===== src/rtl/fetch_stage_if.sv =====
// rtl/fetch_stage_if.sv - instruction memory req/rvalid bus between IF stage and imem
interface fetch_stage_if;
  logic        req;
  logic [31:0] addr;
  logic        rvalid;
  logic [31:0] rdata;

  modport master (output req, output addr, input rvalid, input rdata);
  modport slave  (input req, input addr, output rvalid, output rdata);
endinterface


===== src/rtl/fetch_stage.sv =====
// rtl/fetch_stage.sv - MIPS IF stage: PC, imem fetch, 1-entry skid, redirect/flush
module fetch_stage #(
  parameter logic [31:0] RESET_PC  = 32'h0000_0000,
  parameter logic [31:0] NOP_INSTR = 32'h0000_0000
) (
  input  logic                 clk,
  input  logic                 rst_n,
  fetch_stage_if.master        imem,
  input  logic                 redirect,
  input  logic [31:0]          redirect_pc,
  input  logic                 id_stall,
  output logic [31:0]          DR,
  output logic [31:0]          PC_ID,
  output logic [31:0]          PC4,
  output logic                 valid
);

  typedef enum logic [1:0] {S_IDLE, S_WAIT, S_SKID} state_t;

  state_t      state, state_d;
  logic [31:0] pc, pc_d;
  logic [31:0] dr_d, pc_id_d, pc4_d;
  logic        valid_d;
  logic [31:0] skid, skid_d, skid_pc, skid_pc_d;
  // set when a response already in flight belongs to a flushed fetch
  logic        discard, discard_d;

  // the request is a level held for the whole S_WAIT residency
  assign imem.req  = (state == S_WAIT);
  assign imem.addr = {pc[31:2], 2'b00};

  // next-state, IF/ID load, skid and redirect handling
  always_comb begin
    state_d   = state;
    pc_d      = pc;
    dr_d      = DR;
    pc_id_d   = PC_ID;
    pc4_d     = PC4;
    valid_d   = valid;
    skid_d    = skid;
    skid_pc_d = skid_pc;
    discard_d = discard;

    // ID takes the current word; becomes a bubble unless refilled below
    if (valid && !id_stall) begin
      dr_d    = NOP_INSTR;
      valid_d = 1'b0;
    end

    case (state)
      S_IDLE: state_d = S_WAIT;
      S_WAIT: begin
        if (imem.rvalid) begin
          discard_d = 1'b0;
          if (discard) begin
            state_d = S_WAIT;
          end else if (!valid || !id_stall) begin
            dr_d    = imem.rdata;
            pc_id_d = pc;
            pc4_d   = pc + 32'd4;
            valid_d = 1'b1;
            pc_d    = pc + 32'd4;
            state_d = S_IDLE;
          end else begin
            skid_d    = imem.rdata;
            skid_pc_d = pc;
            pc_d      = pc + 32'd4;
            state_d   = S_SKID;
          end
        end
      end
      S_SKID: begin
        if (!id_stall) begin
          dr_d    = skid;
          pc_id_d = skid_pc;
          pc4_d   = skid_pc + 32'd4;
          valid_d = 1'b1;
          state_d = S_WAIT;
        end
      end
      default: state_d = S_IDLE;
    endcase

    // redirect overrides everything: flush IF/ID and skid, refetch target
    if (redirect) begin
      pc_d    = redirect_pc & ~32'd3;
      dr_d    = NOP_INSTR;
      valid_d = 1'b0;
      if (state == S_WAIT) begin
        state_d   = S_WAIT;
        discard_d = !imem.rvalid;
      end else begin
        state_d = S_IDLE;
      end
    end
  end

  // state and pipeline registers
  always_ff @(posedge clk or negedge rst_n) begin
    if (!rst_n) begin
      state   <= S_IDLE;
      pc      <= RESET_PC;
      DR      <= NOP_INSTR;
      PC_ID   <= 32'd0;
      PC4     <= 32'd0;
      valid   <= 1'b0;
      skid    <= NOP_INSTR;
      skid_pc <= 32'd0;
      discard <= 1'b0;
    end else begin
      state   <= state_d;
      pc      <= pc_d;
      DR      <= dr_d;
      PC_ID   <= pc_id_d;
      PC4     <= pc4_d;
      valid   <= valid_d;
      skid    <= skid_d;
      skid_pc <= skid_pc_d;
      discard <= discard_d;
    end
  end

endmodule


===== src/flat_wrapper.sv =====
// flat-port wrapper written by rule: the top's interface ports become plain ports
module fetch_stage_flat 
#(
  parameter logic [31:0] RESET_PC  = 32'h0000_0000,
  parameter logic [31:0] NOP_INSTR = 32'h0000_0000
)
  (clk, rst_n, redirect, redirect_pc, id_stall, DR, PC_ID, PC4, valid, imem_req, imem_addr, imem_rvalid, imem_rdata);
  fetch_stage_if imem_i ();
  input  logic clk;
  input  logic rst_n;
  input  logic redirect;
  input  logic [31:0] redirect_pc;
  input  logic id_stall;
  output logic [31:0] DR;
  output logic [31:0] PC_ID;
  output logic [31:0] PC4;
  output logic valid;
  output wire logic [$bits(imem_i.req)-1:0] imem_req;
  output wire logic [$bits(imem_i.addr)-1:0] imem_addr;
  input wire logic [$bits(imem_i.rvalid)-1:0] imem_rvalid;
  input wire logic [$bits(imem_i.rdata)-1:0] imem_rdata;
  assign imem_req = imem_i.req;
  assign imem_addr = imem_i.addr;
  assign imem_i.rvalid = imem_rvalid;
  assign imem_i.rdata = imem_rdata;
  fetch_stage #(.RESET_PC(RESET_PC), .NOP_INSTR(NOP_INSTR)) u_core (.clk(clk), .rst_n(rst_n), .imem(imem_i), .redirect(redirect), .redirect_pc(redirect_pc), .id_stall(id_stall), .DR(DR), .PC_ID(PC_ID), .PC4(PC4), .valid(valid));
endmodule

===== config.mk =====
export PLATFORM = sky130hd
export DESIGN_NAME = fetch_stage_flat
export DESIGN_NICKNAME = d
export VERILOG_FILES = /design/src/rtl/fetch_stage_if.sv /design/src/rtl/fetch_stage.sv /design/src/flat_wrapper.sv
export SDC_FILE = /design/constraint.sdc
export NUM_CORES = 1
export LEC_CHECK = 0
export CORE_MARGIN = 5
export CORE_UTILIZATION = 58
export CTS_BUF_LIST = sky130_fd_sc_hd__clkbuf_4 sky130_fd_sc_hd__clkbuf_8
export DETAILED_ROUTE_END_ITERATION = 8
export GPL_TIMING_DRIVEN = 0
export PLACE_DENSITY_LB_ADDON = 0.15
export SLEW_MARGIN = 20
export SYNTH_ARGS = -nofsm -noshare
export SYNTH_HDL_FRONTEND = slang
export SYNTH_SLANG_ARGS = --single-unit

===== constraint.sdc =====
create_clock -name clk -period 5.4 [get_ports clk]
set_input_delay 1.35 -clock clk [delete_from_list [all_inputs] [get_ports clk]]
set_output_delay 1.35 -clock clk [all_outputs]
set_load 0.01 [all_outputs]

Yosys cells after proc, flatten, opt, wreduce, memory -nomap -nowiden
Cells that the tools add are included.
Cells by class
  multipliers: 0
  reductions and logical operators: 13
  divide/modulo/power cells: 0
  equal/unequal tests: 9
  shift-type cells: 0
  multiplexer cells: 39
  bitwise operators: 2
  add/sub/neg operators: 2
  $lt $le $gt $ge: 0
Operator list (number)
  $mux W32: 18
  $pmux W32 S2: 3
  $add A32 B3 Y32 const B: 2
  $mux W1: 11
  $mux W2: 5
  $ne A2 B2 Y1 const B: 3
  $pmux W2 S3: 1
  $reduce_bool A2 Y1: 3
  $reduce_and A5 Y1: 1
  $ne A2 B1 Y1 const B: 2
  $reduce_and A4 Y1: 1
  $logic_not A1 Y1: 3
  $ne A3 B2 Y1 const B: 1
  $ne A3 B3 Y1 const B: 1
  $reduce_and A3 Y1: 1
  $eq A2 B1 Y1 const B: 1
  $eq A2 B2 Y1 const B: 1
  $logic_not A2 Y1: 1
  $not A1 Y1: 2
  $pmux W1 S2: 1
  $reduce_and A2 Y1: 1
  $logic_and A1 B1 Y1: 1
  $logic_or A1 B1 Y1: 1
Word-level totals
  register bits: 196
  memories: 0
  bits in writable memories: 0
  bits in read-only memories: 0
  logic and storage cells: 74
  latch bits: 0

Depth between registers and ports, before layout
  depth after elaboration: 8
  depth in mapped cells: 9

Worst setup path after synthesis
OpenSTA, ideal clock, no wires.
  kind: input port to flip-flop
  from: in id_stall
  to: reg u_core.skid_pc[19]
  path buffers: 3
  stages on the path: 7
  library setup time: 0.125 ns
  arrival: 2.883 ns
  path slack: 2.393 ns
  cells stage by stage: clkbuf_1 -> nand2_1 -> nor3b_1 -> nand2_1 -> buf_1 -> buf_1 -> mux2_2
On the way
  word-level cells in the longest chain between the ends: 4
Ends and longest elaborated chain
  start: declaration: RTL line flat_wrapper.sv:13  | input logic id_stall;
  $logic_not A1 Y1: RTL line fetch_stage.sv:57  | end else if (!valid || !id_stall) begin
  $logic_or A1 B1 Y1: RTL line fetch_stage.sv:57
  $not A1 Y1 (no line)
  $reduce_and A4 Y1 (no line)
  end signal: assignment: RTL line fetch_stage.sv:118  | skid_pc <= skid_pc_d;
  end: declaration: RTL line fetch_stage.sv:24  | logic [31:0] skid, skid_d, skid_pc, skid_pc_d;
Every way passes these cells.
A chain may end at the register's enable or synchronous reset.

Worst setup path in the final report
  from: in imem_rvalid
  to: reg u_core.PC4[15]
On the way
  word-level cells in the longest chain between the ends: 2
Ends and longest elaborated chain
  start: declaration: RTL line flat_wrapper.sv:20  | input wire logic [$bits(imem_i.rvalid)-1:0] imem_rvalid;
  $ne A2 B1 Y1 (no line)
  $reduce_and A5 Y1 (no line)
  end signal: assignment: RTL line fetch_stage.sv:115  | PC4 <= pc4_d;
  end: declaration: RTL line fetch_stage.sv:14  | output logic [31:0] PC4,
Every way passes these cells.

==> impl_metrics.toml <==
[detailed_routing]
routed_wl_um = 27000
wl_per_cell_um = 19.3
vias = 8350
first_pass_iters = 7
drt_iter0_markers = 937
antenna_left = 0
viasPerCell = 5.96
route.detailed.drc = 0

[floorplan]
core_area_mm2 = 0.0164
rows = 47
die_x_um = 139
top_level_ports = 199
start_util = 0.586
die_h_um = 139
die-area_mm2 = 0.0192

[power_and_ir_drop]
clockPowerShare = 0.228
p_comb_frac = 0.343
p_leak_nw = 5.15
p_int_mw = 3.07
pwr-share-seq = 0.429
switching_power_mw = 1.57
ir_drop_mv = 0.189
sw_frac_of_total = 0.338
power.density_mw_per_mm2 = 378

[setup_path]
required_ps = 5710
crit_arrival_ps = 4320
criticalPathCategory = "primary input to flip-flop"
crit_fanout = 10
start_kind = "primary input"
end_kind = "flip-flop"

[final_layout]
postLayoutCoreUtil = 0.748
multi_input_area_mm2 = 0.00452
regArea_mm2 = 0.00470
syn_to_final_growth_pct = 27.7
num_antenna_cells = 0
drive_gt1_frac = 0.0941
fill_cells = 1231
nets = 1243

[run]
cap_violations = 0

[grt]
gr-usage-all-layers = 0.282
grt_overflow = 0
grt_pass1_wl_um = 44100
grt_max_degree = 96
antenna_found_initial = 2
grt_pass1_vias = 8290

[sta]
hold_violations = 0
max-slew-margin-rel = 0.261
finalSetupViolations = 0
tightest_slew_ps = 1110
min_period_over_period = 0.742
skew_ps = 12.3
whs_ps = 484
fin_crit_ps = 4010
final_max_slew_viol_count = 0
rsz0062_at_grt = "false"
max_freq_mhz = 250

[place]
gp_congestion = 0.893
dp_hpwl_um = 19400
port_buffers = 188

[logic_synthesis]
synth_edf_count = 0
ys.flop_type = "dfrtp_1"
ys_warn_count = 0
syn_area_mm2 = 0.00961
ys_ff_latch = 188
ys_seq_area_frac = 0.489
synth_cell_types = 54
async_flop_share = 1.00
synth.area.top_cells = "dfrtp_1 (49%), mux2_2 (6.6%), mux2i_1 (4.4%)"
avgSynthCellArea_um2 = 10.1
yosysTopAreaCell = "dfrtp_1"
yosysTopAreaCellShare = 0.489
synthCells = 955

[clock_tree]
cts_setup_buffers = 0
clockRootBuffer = "clkbuf_8"
cts.path.max_buffers = 2
cts_resized = 0
cts-hold-fix-buffers = 0
cts-buffers-inserted = 17
cts_max_level = 4
path_clk_slew_ps = 90
cts_tree = "done"
clk_latency_ps = 470
clock-sinks = 188

[worst_hold_path]
min_path_type = "flip-flop to flip-flop"

[run_status]
status = "finished clean"
## critical path, cell delays in order
cell,delay [ps]
clkdlybuf4s50_1,500
and3b_1,210
clkbuf_1,250
a211oi_2,700
clkbuf_1,560
clkbuf_1,520
o21ai_0,230
## stage by stage
step                      area, um^2  setup slack (ps)  power (mW)  setup TNS (ps)  cells
after floorplan                 9630              2390        2.74               0    960
after global placement         11800             -4830        3.56         -905610   1368
after detailed placement       11800              1040        3.61               0   1369
after CTS                      12300              1490        4.65               0   1400
after global routing           12300              1290        4.88               0   1400
final                          12300              1390        4.64               0   1400
## sequential cells by signal, indices dropped and copies added (netlist names)
name	flops
u_core.PC4	30
u_core.state	2
u_core.skid_pc	30
u_core.discard	1
u_core.skid	32
u_core.DR	32
u_core.pc	30
u_core.PC_ID	30
u_core.valid	1
## cell usage in the layout, fill, tap and decap left out, types with 3 or more instances in the layout
cell type,Yosys,routed
a211oi_1,5,5
a22oi_1,31,31
a21oi_1,12,12
o221ai_1,3,3
nor4_1,16,15
nand2b_1,4,4
o21ai_1,5,5
xnor2_1,41,41
o31ai_1,7,7
or4_1,6,6
inv_1,18,18
nand3_1,29,29
buf_4,7,7
nand4_1,25,25
nor2b_1,4,4
nand2_1,112,112
bufinv_16,0,4
conb_1,1,6
buf_1,9,9
clkbuf_1,59,59
nor3b_1,3,3
nor4_2,2,3
clkdlybuf4s50_1,0,187
ha_1,6,6
clkbuf_8,0,21
mux2i_1,42,42
nor3_1,21,21
dfrtp_1,188,188
mux2_2,56,56
o21ai_0,78,78
clkinv_2,0,3
a22o_1,32,32
and3_1,3,3
xor2_1,32,32
and4_1,3,3
buf_2,6,6
a221o_1,7,7
nor2_1,55,55
## per-layer routing
| layer | part of all wire | track usage |
|---|---|---|
| met5 | 0.00089 | 0 |
| met4 | 0.026 | 0.0850 |
| met3 | 0.079 | 0.0728 |
| met2 | 0.49 | 0.470 |
| met1 | 0.40 | 0.366 |
## worst paths after layout
| path | from | to | slack [ps] | depth (start not counted) |
|---|---|---|---|---|
| worst max-delay path | imem_rvalid | u_core.PC4[15]$_DFFE_PN0P_ | 1390 | 7 |
| worst min register to register | u_core.PC_ID[11]$_DFFE_PN0P_ | u_core.PC_ID[11]$_DFFE_PN0P_ | 480 | 2 |
| worst max register to register | u_core.state[1]$_DFFE_PN0P_ | u_core.PC4[15]$_DFFE_PN0P_ | 2070 | 8 |
| max in group asynchronous | rst_n | u_core.state[0]$_DFFE_PN0P_ | 3620 | 2 |
| worst min-delay path | u_core.PC_ID[11]$_DFFE_PN0P_ | u_core.PC_ID[11]$_DFFE_PN0P_ | 480 | 2 |
| min in group asynchronous | rst_n | u_core.PC4[12]$_DFFE_PN0P_ | 870 | 1 |
## synth_stat cells (29+ instances only)
cell / n
xor2_1: 32
dfrtp_1: 188
nor2_1: 55
a22o_1: 32
nand2_1: 112
o21ai_0: 78
a22oi_1: 31
clkbuf_1: 59
mux2i_1: 42
xnor2_1: 41
mux2_2: 56
nand3_1: 29
## power groups by stage
stage / sequential, mW / clock, mW / combinational [mW]
4_1_cts: 1.99 / 1.07 / 1.60
6_report: 1.99 / 1.06 / 1.59
2_1_floorplan: 2.07 / 0 / 0.670
3_3_place_gp: 2.00 / 0 / 1.56
3_5_place_dp: 2.01 / 0 / 1.59
5_1_grt: 2.03 / 1.12 / 1.72
## cell type report
cell class	count	area share
multi-input cells	672	0.368
inverters	18	0.00550
plain buffers	82	0.0284
clock inverters	10	0.0130
well taps	220	0.0224
clock buffers	21	0.0235
repair buffers	189	0.156
flip-flops and latches	188	0.383
## cell families after synthesis
family	share of synthesized area
buffers and inverters	0.0433
multiplexers	0.109
adder cells (fa/ha/maj)	0.00781
flip-flops	0.489
AND/OR/NAND/NOR	0.147
XOR/XNOR	0.0665
AO/OA/AOI/OAI	0.136
other	0.000390
Power figures use the tool's default switching activity.
==> variant: new RTL, config.mk and constraints unchanged <==
Make the reset (`rst_n`) synchronous in one clocked block.
--- a/src/rtl/fetch_stage.sv
+++ b/src/rtl/fetch_stage.sv
@@ -97,5 +97,5 @@
 
   // state and pipeline registers
-  always_ff @(posedge clk or negedge rst_n) begin
+  always_ff @(posedge clk) begin
     if (!rst_n) begin
       state   <= S_IDLE;
Behaviour: differs if rst_n is asserted again (counterexample within 4 cycles, from zero or initial values and one cycle with rst_n low); with rst_n held inactive, the same outputs for 4 cycles.
==> variant against the unedited design <==
- via count grew 13%
- synthesized cell count increased by 17%
- area after synthesis fell by 5.5%
- die area shrank 5.1%
- sequential share of layout area shrank 6.1 points
- first-iteration DRC count is 13% higher
- worst hold slack worse by 0.021 ns
- wire length up 11%
- final area fell by 4.8%
- sequential cell count unchanged
- setup slack gained 0.28 ns
- largest cell class is now multi-input combinational cells
Power is not compared: it rests on default switching activity, and its combinational part moved more than twofold at a synthesized area within 25%.
==> variant: results (changes against the unedited design) <==
| Metric | Value |
|---|---|
| Status | `completed` |
| FF-to-FF Start | `u_core.state[1]` |
| TritonRoute pass-1 iters | `8 (+1)` |
| Vias in the first global route | `8848 (+6.7%)` |
| Syn Inst Count | `1116 (+17%)` |
| Reg2Reg Depth | `10 (+2)` |
| Metal2 WL | `14.04 mm (+5.2%)` |
| Number of fill cells | `1176 (-4.5%)` |
| Fraction of layout cells with a size suffix above 1 | `0.03800 (-0.05606)` |
| Hold path endpoint | `u_core.skid[6]` |
| Top cells by area, synth | `dfxtp_1 41%, nand2_1 7.6%, a21oi_1 5.2%, mux2i_1 4.2%, clkbuf_1 3.7%` |
| DR WL/cell | `19.28 um (-0.11%)` |
| Fmax | `268.4 MHz (+7.6%)` |
| DR iter-0 viols | `1061 (+13%)` |
| Metal-1 WL | `12.15 mm (+13%)` |
| Final #Nets | `1404 (+13%)` |
| Yosys cell types | `60 (+11%)` |
| Largest net degree at the start of global routing | `19 (-80%)` |
| Met3 wire len | `2.854 mm (+33%)` |
| Commonest cells in the netlist | `188 x dfxtp_1, 183 x nand2_1, 95 x a21oi_1, 89 x clkbuf_1, 89 x nor2_1` |
| Post-synthesis sequential area ratio | `0.4142 (-0.07524)` |
| Placed cell areas | `11260 sq um (-4.7%)` |
| Placer Congestion | `0.9831 (+10%)` |
| Clock skew | `0.01334 ns (+0.001054 ns)` |
| Detail Placement HPWL | `21.86 mm (+13%)` |
| Asr flop ratio synth | `0 (-1.000)` |
| Port bufs | `189 (+0.53%)` |
| WP data arrival | `4.13 ns (-0.19 ns)` |
-- variant: worst max-delay path by stage --
stage                           start          endpoint  cells after the start
after CTS                 imem_rvalid     u_core.PC4[7]                      8
after floorplan           imem_rvalid    u_core.PC4[18]                      7
after global placement       id_stall  u_core.PC_ID[29]                      6
after global routing      imem_rvalid     u_core.PC4[7]                      8
final                     imem_rvalid     u_core.PC4[7]                      8
after detailed placement     id_stall  u_core.PC_ID[27]                      6
-- variant: final cells by class --
class                   count  area [sq um]  share of cell area
clock inverters            14         178.9             0.01531
well taps                 211         264.0             0.02259
multi-input cells         808          4832              0.4134
flip-flops and latches    188          3764              0.3220
plain buffers             109         449.2             0.03843
inverters                  16         60.06            0.005139
clock buffers              18         247.7             0.02120
repair buffers            189          1892              0.1619
-- variant: metrics by stage --
step	setup WS (ns)	utilization	power (mW)	hold WS (ns)
2_1_floorplan	2.724	-	1.677	0.4359
3_3_place_gp	1.314	0.7380	1.875	0.4431
3_5_place_dp	1.306	0.7380	1.879	0.4465
4_1_cts	1.779	0.7660	2.862	0.4613
5_1_grt	1.609	0.7660	2.959	0.4776
6_report	1.674	0.7660	2.866	0.4625
-- variant: cell families (layout without fill, tap and decap cells) --
logic type | count (synthesis) | after routing | synth area share
AOI/OAI and AO/OA | 287 | 287 | 0.2163
xor gates and xnor gates | 59 | 59 | 0.05687
adders and majority gates | 6 | 6 | 0.008262
buffers and inverters | 125 | 346 | 0.05604
DFF | 188 | 188 | 0.4142
muxes | 39 | 39 | 0.04310
other | 1 | 6 | 0.0004127
and+or+nand+nor | 411 | 411 | 0.2048
-- variant: critical path, cell delays in order --
cell             delay, ns
clkdlybuf4s50_1       0.50
nand3b_1              0.18
clkbuf_1              0.43
o22a_1                0.26
clkbuf_1              0.55
clkbuf_1              0.54
nand2_1               0.14
a21oi_1               0.19
-- variant: report_power, final --
part	internal, mW	switching [mW]
registers	1.42	0.0350
logic	0.179	0.216
clock network	0.445	0.565
total	2.05	0.817
-- variant: routing by layer --
metal / up-vias / global-route usage
met5: - / 0
met4: 2 / 0.1221
met3: 69 / 0.08284
met2: 460 / 0.5230
met1: 4461 / 0.4147
li1: 4414 / -
